==> src/rtl/perceptron_trainer.sv <==
// Perceptron branch-predictor trainer: dot-product prediction with an
// in-flight FIFO that retrains weights when outcomes resolve.
module perceptron_trainer #(
   parameter int THETA = 44,
   parameter int DEPTH = 4
) (
   input  logic         clk,
   input  logic         rst,
   input  logic         lookup_valid,
   output logic         lookup_ready,
   input  logic [47:0]  perceptron_weights,
   input  logic [159:0] index,
   input  logic [15:0]  history,
   output logic         pred_valid,
   output logic         pred_taken,
   output logic [7:0]   pred_sum,
   input  logic         resolve_valid,
   input  logic         resolve_taken,
   input  logic         flush,
   output logic         en_1,
   output logic [47:0]  perceptron_weights_update,
   output logic [159:0] index_update,
   output logic         overflow,
   output logic         underflow
);

   localparam int AW = $clog2(DEPTH);
   localparam logic [AW:0] PTR_ONE = 1;

   logic [47:0]  w_mem    [DEPTH];
   logic [159:0] idx_mem  [DEPTH];
   logic [15:0]  hist_mem [DEPTH];
   logic [7:0]   sum_mem  [DEPTH];
   logic         pred_mem [DEPTH];

   logic [AW:0]   wr_ptr, rd_ptr;
   logic [AW-1:0] wr_slot, rd_slot;
   logic          full, empty, accept, push, pop, train;
   logic [7:0]    sum, wext, e_sum, abs_sum;
   logic [47:0]   e_w, w_new;
   logic [15:0]   e_hist;
   logic [2:0]    wi;

   assign wr_slot = wr_ptr[AW-1:0];
   assign rd_slot = rd_ptr[AW-1:0];
   assign full    = (wr_ptr[AW] != rd_ptr[AW]) && (wr_slot == rd_slot);
   assign empty   = (wr_ptr == rd_ptr);
   assign lookup_ready = !full;

   // A lookup accepted during flush still yields a prediction but is not stored.
   assign accept = lookup_valid && !full;
   assign push   = accept && !flush;
   assign pop    = resolve_valid && !empty;

   always_comb begin
      sum  = '0;
      wext = '0;
      for (int i = 0; i < 16; i++) begin
         wext = {{5{perceptron_weights[3*i+2]}}, perceptron_weights[3*i +: 3]};
         sum  = history[i] ? sum + wext : sum - wext;
      end
   end

   assign e_w     = w_mem[rd_slot];
   assign e_hist  = hist_mem[rd_slot];
   assign e_sum   = sum_mem[rd_slot];
   assign abs_sum = e_sum[7] ? 8'd0 - e_sum : e_sum;
   assign train   = pop &&
                    ((pred_mem[rd_slot] != resolve_taken) ||
                     (abs_sum <= 8'(THETA)));

   always_comb begin
      w_new = '0;
      wi    = '0;
      for (int i = 0; i < 16; i++) begin
         wi = e_w[3*i +: 3];
         if (e_hist[i] == resolve_taken)
            w_new[3*i +: 3] = (wi == 3'b011) ? wi : wi + 3'd1;
         else
            w_new[3*i +: 3] = (wi == 3'b100) ? wi : wi - 3'd1;
      end
   end

   always_ff @(posedge clk) begin
      if (push) begin
         w_mem[wr_slot]    <= perceptron_weights;
         idx_mem[wr_slot]  <= index;
         hist_mem[wr_slot] <= history;
         sum_mem[wr_slot]  <= sum;
         pred_mem[wr_slot] <= !sum[7];
      end
   end

   always_ff @(posedge clk) begin
      if (rst) begin
         wr_ptr                    <= '0;
         rd_ptr                    <= '0;
         pred_valid                <= 1'b0;
         pred_taken                <= 1'b0;
         pred_sum                  <= '0;
         en_1                      <= 1'b0;
         perceptron_weights_update <= '0;
         index_update              <= '0;
         overflow                  <= 1'b0;
         underflow                 <= 1'b0;
      end else begin
         if (push)
            wr_ptr <= wr_ptr + PTR_ONE;
         if (pop)
            rd_ptr <= rd_ptr + PTR_ONE;
         if (flush)
            rd_ptr <= wr_ptr;
         pred_valid <= accept;
         if (accept) begin
            pred_taken <= !sum[7];
            pred_sum   <= sum;
         end
         en_1 <= train;
         if (train) begin
            perceptron_weights_update <= w_new;
            index_update              <= idx_mem[rd_slot];
         end
         if (lookup_valid && full)
            overflow <= 1'b1;
         if (resolve_valid && empty)
            underflow <= 1'b1;
      end
   end

endmodule

==> config.mk <==
export PLATFORM = sky130hd
export DESIGN_NAME = perceptron_trainer
export DESIGN_NICKNAME = d
export VERILOG_FILES = /design/src/rtl/perceptron_trainer.sv
export SDC_FILE = /design/constraint.sdc
export NUM_CORES = 1
export LEC_CHECK = 0
export ABC_AREA = 1
export CAP_MARGIN = 0
export CORE_MARGIN = 3
export CORE_UTILIZATION = 45
export CTS_BUF_LIST = sky130_fd_sc_hd__clkbuf_16
export CTS_CLUSTER_SIZE = 14
export DETAILED_ROUTE_END_ITERATION = 10
export GPL_TIMING_DRIVEN = 1
export PLACE_DENSITY_LB_ADDON = 0.25
export SLEW_MARGIN = 20
export SYNTH_ARGS = -nofsm -noshare
export SYNTH_HDL_FRONTEND = slang
export SYNTH_SLANG_ARGS = --single-unit
==> constraint.sdc <==
create_clock -name clk -period 15.17 [get_ports clk]
set_clock_uncertainty 0.05 [all_clocks]
set_input_delay 2.2755 -clock clk [delete_from_list [all_inputs] [get_ports clk]]
set_output_delay 2.2755 -clock clk [all_outputs]
set_load 0.01 [all_outputs]
==> results.py, run 1 <==
metrics = {
    "status": {
        "result_of_the_run": "finished, final reports clean",
    },
    "timing": {
        "totalNegativeSetupSlack_ns": 0,
        "grt_setup_unrepaired": "false",
        "setup_slack_ns": 1.48,
        "final_setup_vio_count": 0,
        "drv_slew": 0,
        "relSlewSlack": 0.284,
        "post-route-period-util": 0.902,
        "fin_crit_ns": 13.69,
        "worstMarginPinSlew_ns": 1.07,
        "fin_hold_ws_ns": 0.412,
        "final_hold_violating_endpoints": 0,
        "achievable-frequency_mhz": 73.1,
    },
    "global_routing": {
        "grt_usage": 0.213,
        "overflow": 0,
        "initial_antenna_violation_count": 19,
        "first_global_vias": 32800,
        "global_route_wire_length_before_repair_um": 192000,
        "grt_start_max_net_pins": 171,
    },
    "clock_network": {
        "cts_sink_count": 1161,
        "cts_setup_buffers": 0,
        "cts_made_buffers": 119,
        "clockBufferDepth": 3,
        "clock_tree.root_cell": "sky130_fd_sc_hd__clkbuf_16",
        "cts-htree-levels": 3,
        "count_of_hold_buffers_inserted_by_post_cts_repair": 0,
        "clock_tree_from_tritoncts": "yes",
        "path_clk_slew_ns": 0.06,
        "clk-insertion-delay-late_ns": 0.71,
        "cts_resized": 0,
    },
    "worst_setup_path": {
        "crit_fanout": 7,
        "critical-path-slowest-cell": "sky130_fd_sc_hd__clkdlybuf4s50_1",
        "endpoint_kind": "register",
        "worst_path_most_repeated_cell": "sky130_fd_sc_hd__inv_1",
        "critPathArrivalTime_ns": 14.06,
        "worstSetupStartpointType": "input pin",
        "timing.critical_path.slowest_cell_delay_ns": 0.57,
        "worst-setup-path-type": "in -> reg",
        "cp_data_required_time_ns": 15.55,
    },
    "yosys": {
        "synth_cell_type_count": 45,
        "synth_enable_flop_cells": 932,
        "synth_area_per_cell_um2": 11.3,
        "synthesis.nets": 4943,
        "async_flop_share": 0,
        "synth_warnings": 0,
        "synth_ff_type": "sky130_fd_sc_hd__edfxtp_1",
        "synthesis.area_um2": 50600,
        "synth_cells": 4496,
        "synth.area.top_cells": "sky130_fd_sc_hd__edfxtp_1 55%, sky130_fd_sc_hd__dfxtp_1 9.1%, sky130_fd_sc_hd__nand2_1 7.7%",
        "synth_most_common_cell": "sky130_fd_sc_hd__nand2_1",
        "synth-seq-cells": 1161,
        "netlist_top_cells_count": "1034 x sky130_fd_sc_hd__nand2_1, 932 x sky130_fd_sc_hd__edfxtp_1, 491 x sky130_fd_sc_hd__a21oi_1, 343 x sky130_fd_sc_hd__inv_1, 260 x sky130_fd_sc_hd__o21ai_0",
        "synth_largest_type_area_fraction": 0.553,
        "seq_total_area_yosys": 0.643,
        "post-synth-top-area-cell": "sky130_fd_sc_hd__edfxtp_1",
    },
    "routing": {
        "vias_per_cell": 5.34,
        "avg_wl_per_cell_um": 19.5,
        "detailedRoute.firstPassIterationCount": 6,
        "first_iter_violations": 2556,
        "post_detailed_route_count_of_antenna_violating_nets": 0,
        "post-route-drc-count": 0,
        "via_count": 34600,
        "wirelength_um": 126000,
    },
    "die": {
        "design.core.area_um2": 111000,
        "initial_utilization": 0.455,
        "die_height_um": 341,
        "ios": 452,
        "floorplan.die_area_um2": 117000,
        "core.rowCount": 122,
        "die-width_um": 341,
    },
    "min_path": {
        "holdCritPathClass": "reg -> reg",
    },
    "finish": {
        "drive_gt1_frac": 0.0457,
        "finalNetCount": 5326,
        "area.growth.synth_to_final_pct": 19.0,
    },
    "placement": {
        "detailedPlace.worstSlack_ns": 0.816,
        "dp_hpwl_um": 78400,
        "io_buffer_count": 451,
        "routabilityCongestion": 0.844,
    },
    "flow_run": {
        "maxCapViolCount": 0,
    },
}
## layout make-up
| type | count | area [µm²] |
|---|---|---|
| fill | 9494 | 50900 |
| antenna | 7 | 17.5 |
| tap | 1488 | 1860 |
| sequential | 1161 | 32600 |
| clock buffer | 122 | 3050 |
| clock inverter | 105 | 860 |
| inverter | 351 | 1340 |
| multi-input combinational | 2761 | 15700 |
| timing repair buffer | 485 | 4820 |
## registers in the layout, indices dropped and copies added, names as in the netlist, named ones only
| register | flops |
|---|---|
| idx_mem | 640 |
| w_mem | 192 |
| index_update | 160 |
| hist_mem | 64 |
| perceptron_weights_update | 48 |
| sum_mem | 32 |
| pred_sum | 8 |
| pred_mem | 4 |
| rd_ptr | 3 |
| wr_ptr | 3 |
| en_1 | 1 |
| overflow | 1 |
| pred_taken | 1 |
| pred_valid | 1 |
| underflow | 1 |
## worst max-delay path: cells and delay by family
kind            cells  cell delay, ns
xor+xnor            4            0.70
simple gates       35            2.62
buf+inv            28            2.29
fa+ha+maj          16            5.27
compound gates      5            0.93
## cell families after synthesis
group,Yosys count,share of synthesized area
simple gates,1380,0.108
flops,1161,0.643
compound gates,1061,0.128
buf+inv,574,0.0470
fa+ha+maj,217,0.0559
xor+xnor,103,0.0181
## cells in the final DEF (no fill, tap or decap), types with 22 or more instances in the layout
cell                                 n
sky130_fd_sc_hd__nand2_1          1034
sky130_fd_sc_hd__edfxtp_1          932
sky130_fd_sc_hd__a21oi_1           491
sky130_fd_sc_hd__clkdlybuf4s50_1   451
sky130_fd_sc_hd__inv_1             377
sky130_fd_sc_hd__o21ai_0           260
sky130_fd_sc_hd__dfxtp_1           227
sky130_fd_sc_hd__ha_1              202
sky130_fd_sc_hd__a32o_1            177
sky130_fd_sc_hd__nor2_1            155
sky130_fd_sc_hd__nand3_1           153
sky130_fd_sc_hd__clkbuf_16         122
sky130_fd_sc_hd__xor2_1             59
sky130_fd_sc_hd__xnor2_1            42
sky130_fd_sc_hd__o21ai_1            37
sky130_fd_sc_hd__a32oi_1            35
sky130_fd_sc_hd__buf_4              30
sky130_fd_sc_hd__clkinv_1           22
## metal layers
metal	GRT usage	wire [µm]	share of wire
met1	0.294	56100	0.45
met2	0.344	58400	0.46
met3	0.0365	8090	0.064
met4	0.0656	3400	0.027
met5	0	113	0.00090
## stage by stage
step	instance area [µm²]	utilization	instances
CTS	60200	0.542	6473
floorplan	50600	-	4496
global placement	56300	0.507	6246
finish	60200	0.542	6480
detailed placement	56300	0.507	6246
global route	60200	0.542	6479
## path summary, 6_finish.rpt
kind / startpoint / end / slack [ns] / depth (start not counted)
max: perceptron_weights[3] / pred_mem[0]$_DFFE_PP_ / 1.48 / 88
min: underflow$_SDFFE_PP0P_ / underflow$_SDFFE_PP0P_ / 0.41 / 2
max reg2reg: rd_ptr[0]$_SDFFE_PP0N_ / idx_mem[3][20]$_DFFE_PP_ / 9.87 / 9
min reg2reg: underflow$_SDFFE_PP0P_ / underflow$_SDFFE_PP0P_ / 0.41 / 2
Power of run 1 is left out: the tool's default activity adds up to more than one toggle a clock period on the data nets, which glitch-free logic cannot reach.
==> run 2: changes to the inputs <==
--- a/config.mk
+++ b/config.mk
@@ -7,7 +7,6 @@
 export LEC_CHECK = 0
 export ABC_AREA = 1
 export CAP_MARGIN = 0
-export CORE_MARGIN = 3
 export CORE_UTILIZATION = 45
 export CTS_BUF_LIST = sky130_fd_sc_hd__clkbuf_16
 export CTS_CLUSTER_SIZE = 14
==> run 2 against run 1 <==
Effect of this change:
- maximum frequency rose by 0.22%
- via count fell by 0.45%
- utilization rose by 0.26 points
- register-to-register slack improved by 0.38 ns
- critical endpoint is now pred_mem[2]$_DFFE_PP_
==> results.py, run 2 (synthesized netlist as in run 1, its figures left out) <==
metrics = {
    "worst_setup_path": {
        "cp-endpoint": "pred_mem[2]$_DFFE_PP_",
        "crit-reg2reg-capture": "index_update[127]$_SDFFE_PP0P_",
        "timing.critical_path.slowest_cell_delay_ns": 0.55,
        "worst-setup-path-type": "in -> reg",
        "critical-path-slowest-cell": "sky130_fd_sc_hd__clkdlybuf4s50_1",
        "worstSetupStartpointType": "input pin",
        "ff2ff_setup_slack_ns": 10.25,
        "rr_worst_depth": 12,
        "worst_path_most_repeated_cell": "sky130_fd_sc_hd__inv_1",
        "endpoint_kind": "register",
        "critPathArrivalTime_ns": 14.05,
        "crit_fanout": 7,
        "worst_setup_path_startpoint": "perceptron_weights[3]",
        "cp_data_required_time_ns": 15.57,
    },
    "placement": {
        "io_buffer_count": 451,
        "detailedPlace.worstSlack_ns": 0.806,
        "dp.cells": 6246,
        "routabilityCongestion": 0.862,
        "dp_hpwl_um": 76500,
    },
    "finish": {
        "largest_register": "idx_mem",
        "regArea_um2": 32600,
        "drive_gt1_frac": 0.0483,
        "layout_top_registers": "idx_mem (640), w_mem (192), index_update (160)",
        "nFillCells": 9483,
        "multi_input_area_um2": 15700,
        "finalNetCount": 5328,
        "final_cell_count_without_fillers": 6483,
        "most_common_cell_after_layout_fill_and_taps_aside": "sky130_fd_sc_hd__nand2_1",
        "largest_reg_flops": 640,
        "area.growth.synth_to_final_pct": 19.6,
        "top_library_cells_by_usage_in_the_layout_fill_and_taps_aside": "1034 x sky130_fd_sc_hd__nand2_1, 932 x sky130_fd_sc_hd__edfxtp_1, 491 x sky130_fd_sc_hd__a21oi_1, 451 x sky130_fd_sc_hd__clkdlybuf4s50_1, 367 x sky130_fd_sc_hd__inv_1",
    },
    "clock_network": {
        "clockBufferDepth": 3,
        "cts_resized": 0,
        "path_clk_slew_ns": 0.06,
        "clock_tree.root_cell": "sky130_fd_sc_hd__clkbuf_16",
        "count_of_hold_buffers_inserted_by_post_cts_repair": 0,
        "cts_sink_count": 1161,
        "cts_setup_buffers": 0,
        "clock_tree_from_tritoncts": "yes",
        "clk-insertion-delay-late_ns": 0.73,
        "cts-htree-levels": 3,
        "cts_made_buffers": 121,
    },
    "routing": {
        "post_detailed_route_count_of_antenna_violating_nets": 0,
        "vias_per_cell": 5.31,
        "detailedRoute.firstPassIterationCount": 5,
        "post-route-drc-count": 0,
        "via_count": 34400,
        "first_iter_violations": 2119,
        "avg_wl_per_cell_um": 19.3,
        "wirelength_um": 125000,
    },
    "global_routing": {
        "grt_start_max_net_pins": 205,
        "initial_antenna_violation_count": 20,
        "global_route_wire_length_before_repair_um": 189000,
        "overflow": 0,
        "grt_usage": 0.215,
        "first_global_vias": 32800,
    },
    "timing": {
        "grt_setup_unrepaired": "false",
        "fin_hold_ws_ns": 0.403,
        "achievable-frequency_mhz": 73.2,
        "final_setup_vio_count": 0,
        "relSlewSlack": 0.273,
        "setup_slack_ns": 1.51,
        "drv_slew": 0,
        "worstMarginPinSlew_ns": 1.09,
        "totalNegativeSetupSlack_ns": 0,
        "final_hold_violating_endpoints": 0,
        "post-route-period-util": 0.900,
        "fin_crit_ns": 13.66,
    },
    "die": {
        "design.core.area_um2": 111000,
        "initial_utilization": 0.455,
        "ios": 452,
        "core.rowCount": 122,
        "die_height_um": 337,
        "die-width_um": 337,
        "floorplan.die_area_um2": 114000,
    },
    "status": {
        "result_of_the_run": "finished, final reports clean",
    },
    "min_path": {
        "holdCritPathClass": "reg -> reg",
    },
    "flow_run": {
        "maxCapViolCount": 0,
    },
}
-- run 2: cell count changes in the layout (fill, tap and decap cells not counted), moves of 2 or more --
| cell | change |
|---|---|
| sky130_fd_sc_hd__buf_12 | +2 |
| sky130_fd_sc_hd__clkinv_2 | +7 |
| sky130_fd_sc_hd__inv_6 | -2 |
| sky130_fd_sc_hd__inv_2 | -2 |
| sky130_fd_sc_hd__buf_4 | -2 |
| sky130_fd_sc_hd__bufinv_16 | +11 |
| sky130_fd_sc_hd__inv_1 | -10 |
-- run 2: worst min-delay path by stage --
stage	start	endpoint	slack (ns)	depth (start not counted)
floorplan	overflow$_SDFFE_PP0P_	overflow$_SDFFE_PP0P_	0.42	2
global placement	overflow$_SDFFE_PP0P_	overflow$_SDFFE_PP0P_	0.39	2
detailed placement	underflow$_SDFFE_PP0P_	underflow$_SDFFE_PP0P_	0.40	2
CTS	underflow$_SDFFE_PP0P_	underflow$_SDFFE_PP0P_	0.41	2
global route	overflow$_SDFFE_PP0P_	overflow$_SDFFE_PP0P_	0.42	2
finish	underflow$_SDFFE_PP0P_	underflow$_SDFFE_PP0P_	0.40	2
-- run 2: critical path: cells and delay by family --
kind | cells | cell delay [ns]
AO/OA/AOI/OAI | 5 | 0.95
XOR/XNOR | 5 | 0.88
buffers and inverters | 27 | 2.16
AND/OR/NAND/NOR | 33 | 2.50
adder cells (fa/ha/maj) | 16 | 5.31
-- run 2: per-stage QoR --
stage / area (µm²) / utilization
global route: 60500 / 0.545
detailed placement: 56300 / 0.507
global placement: 56300 / 0.507
finish: 60500 / 0.545
CTS: 60500 / 0.545
floorplan: 50600 / -
-- run 2: area by class of cell --
| cell class | instances | share of cell area |
|---|---|---|
| antenna | 6 | 0.000248 |
| multi-input combinational | 2761 | 0.259 |
| tap | 1488 | 0.0308 |
| sequential | 1161 | 0.538 |
| inverter | 351 | 0.0222 |
| clock inverter | 110 | 0.0191 |
| clock buffer | 121 | 0.0500 |
| timing repair buffer | 485 | 0.0800 |
-- run 2: metal layers --
metal	vias to the layer above	GRT usage	share of wire
met5	-	0	0.0015
met4	30	0.0567	0.023
met3	206	0.0537	0.071
met2	830	0.360	0.47
met1	16600	0.279	0.43
li1	16800	-	-
Power of run 2 is left out for the same reason.
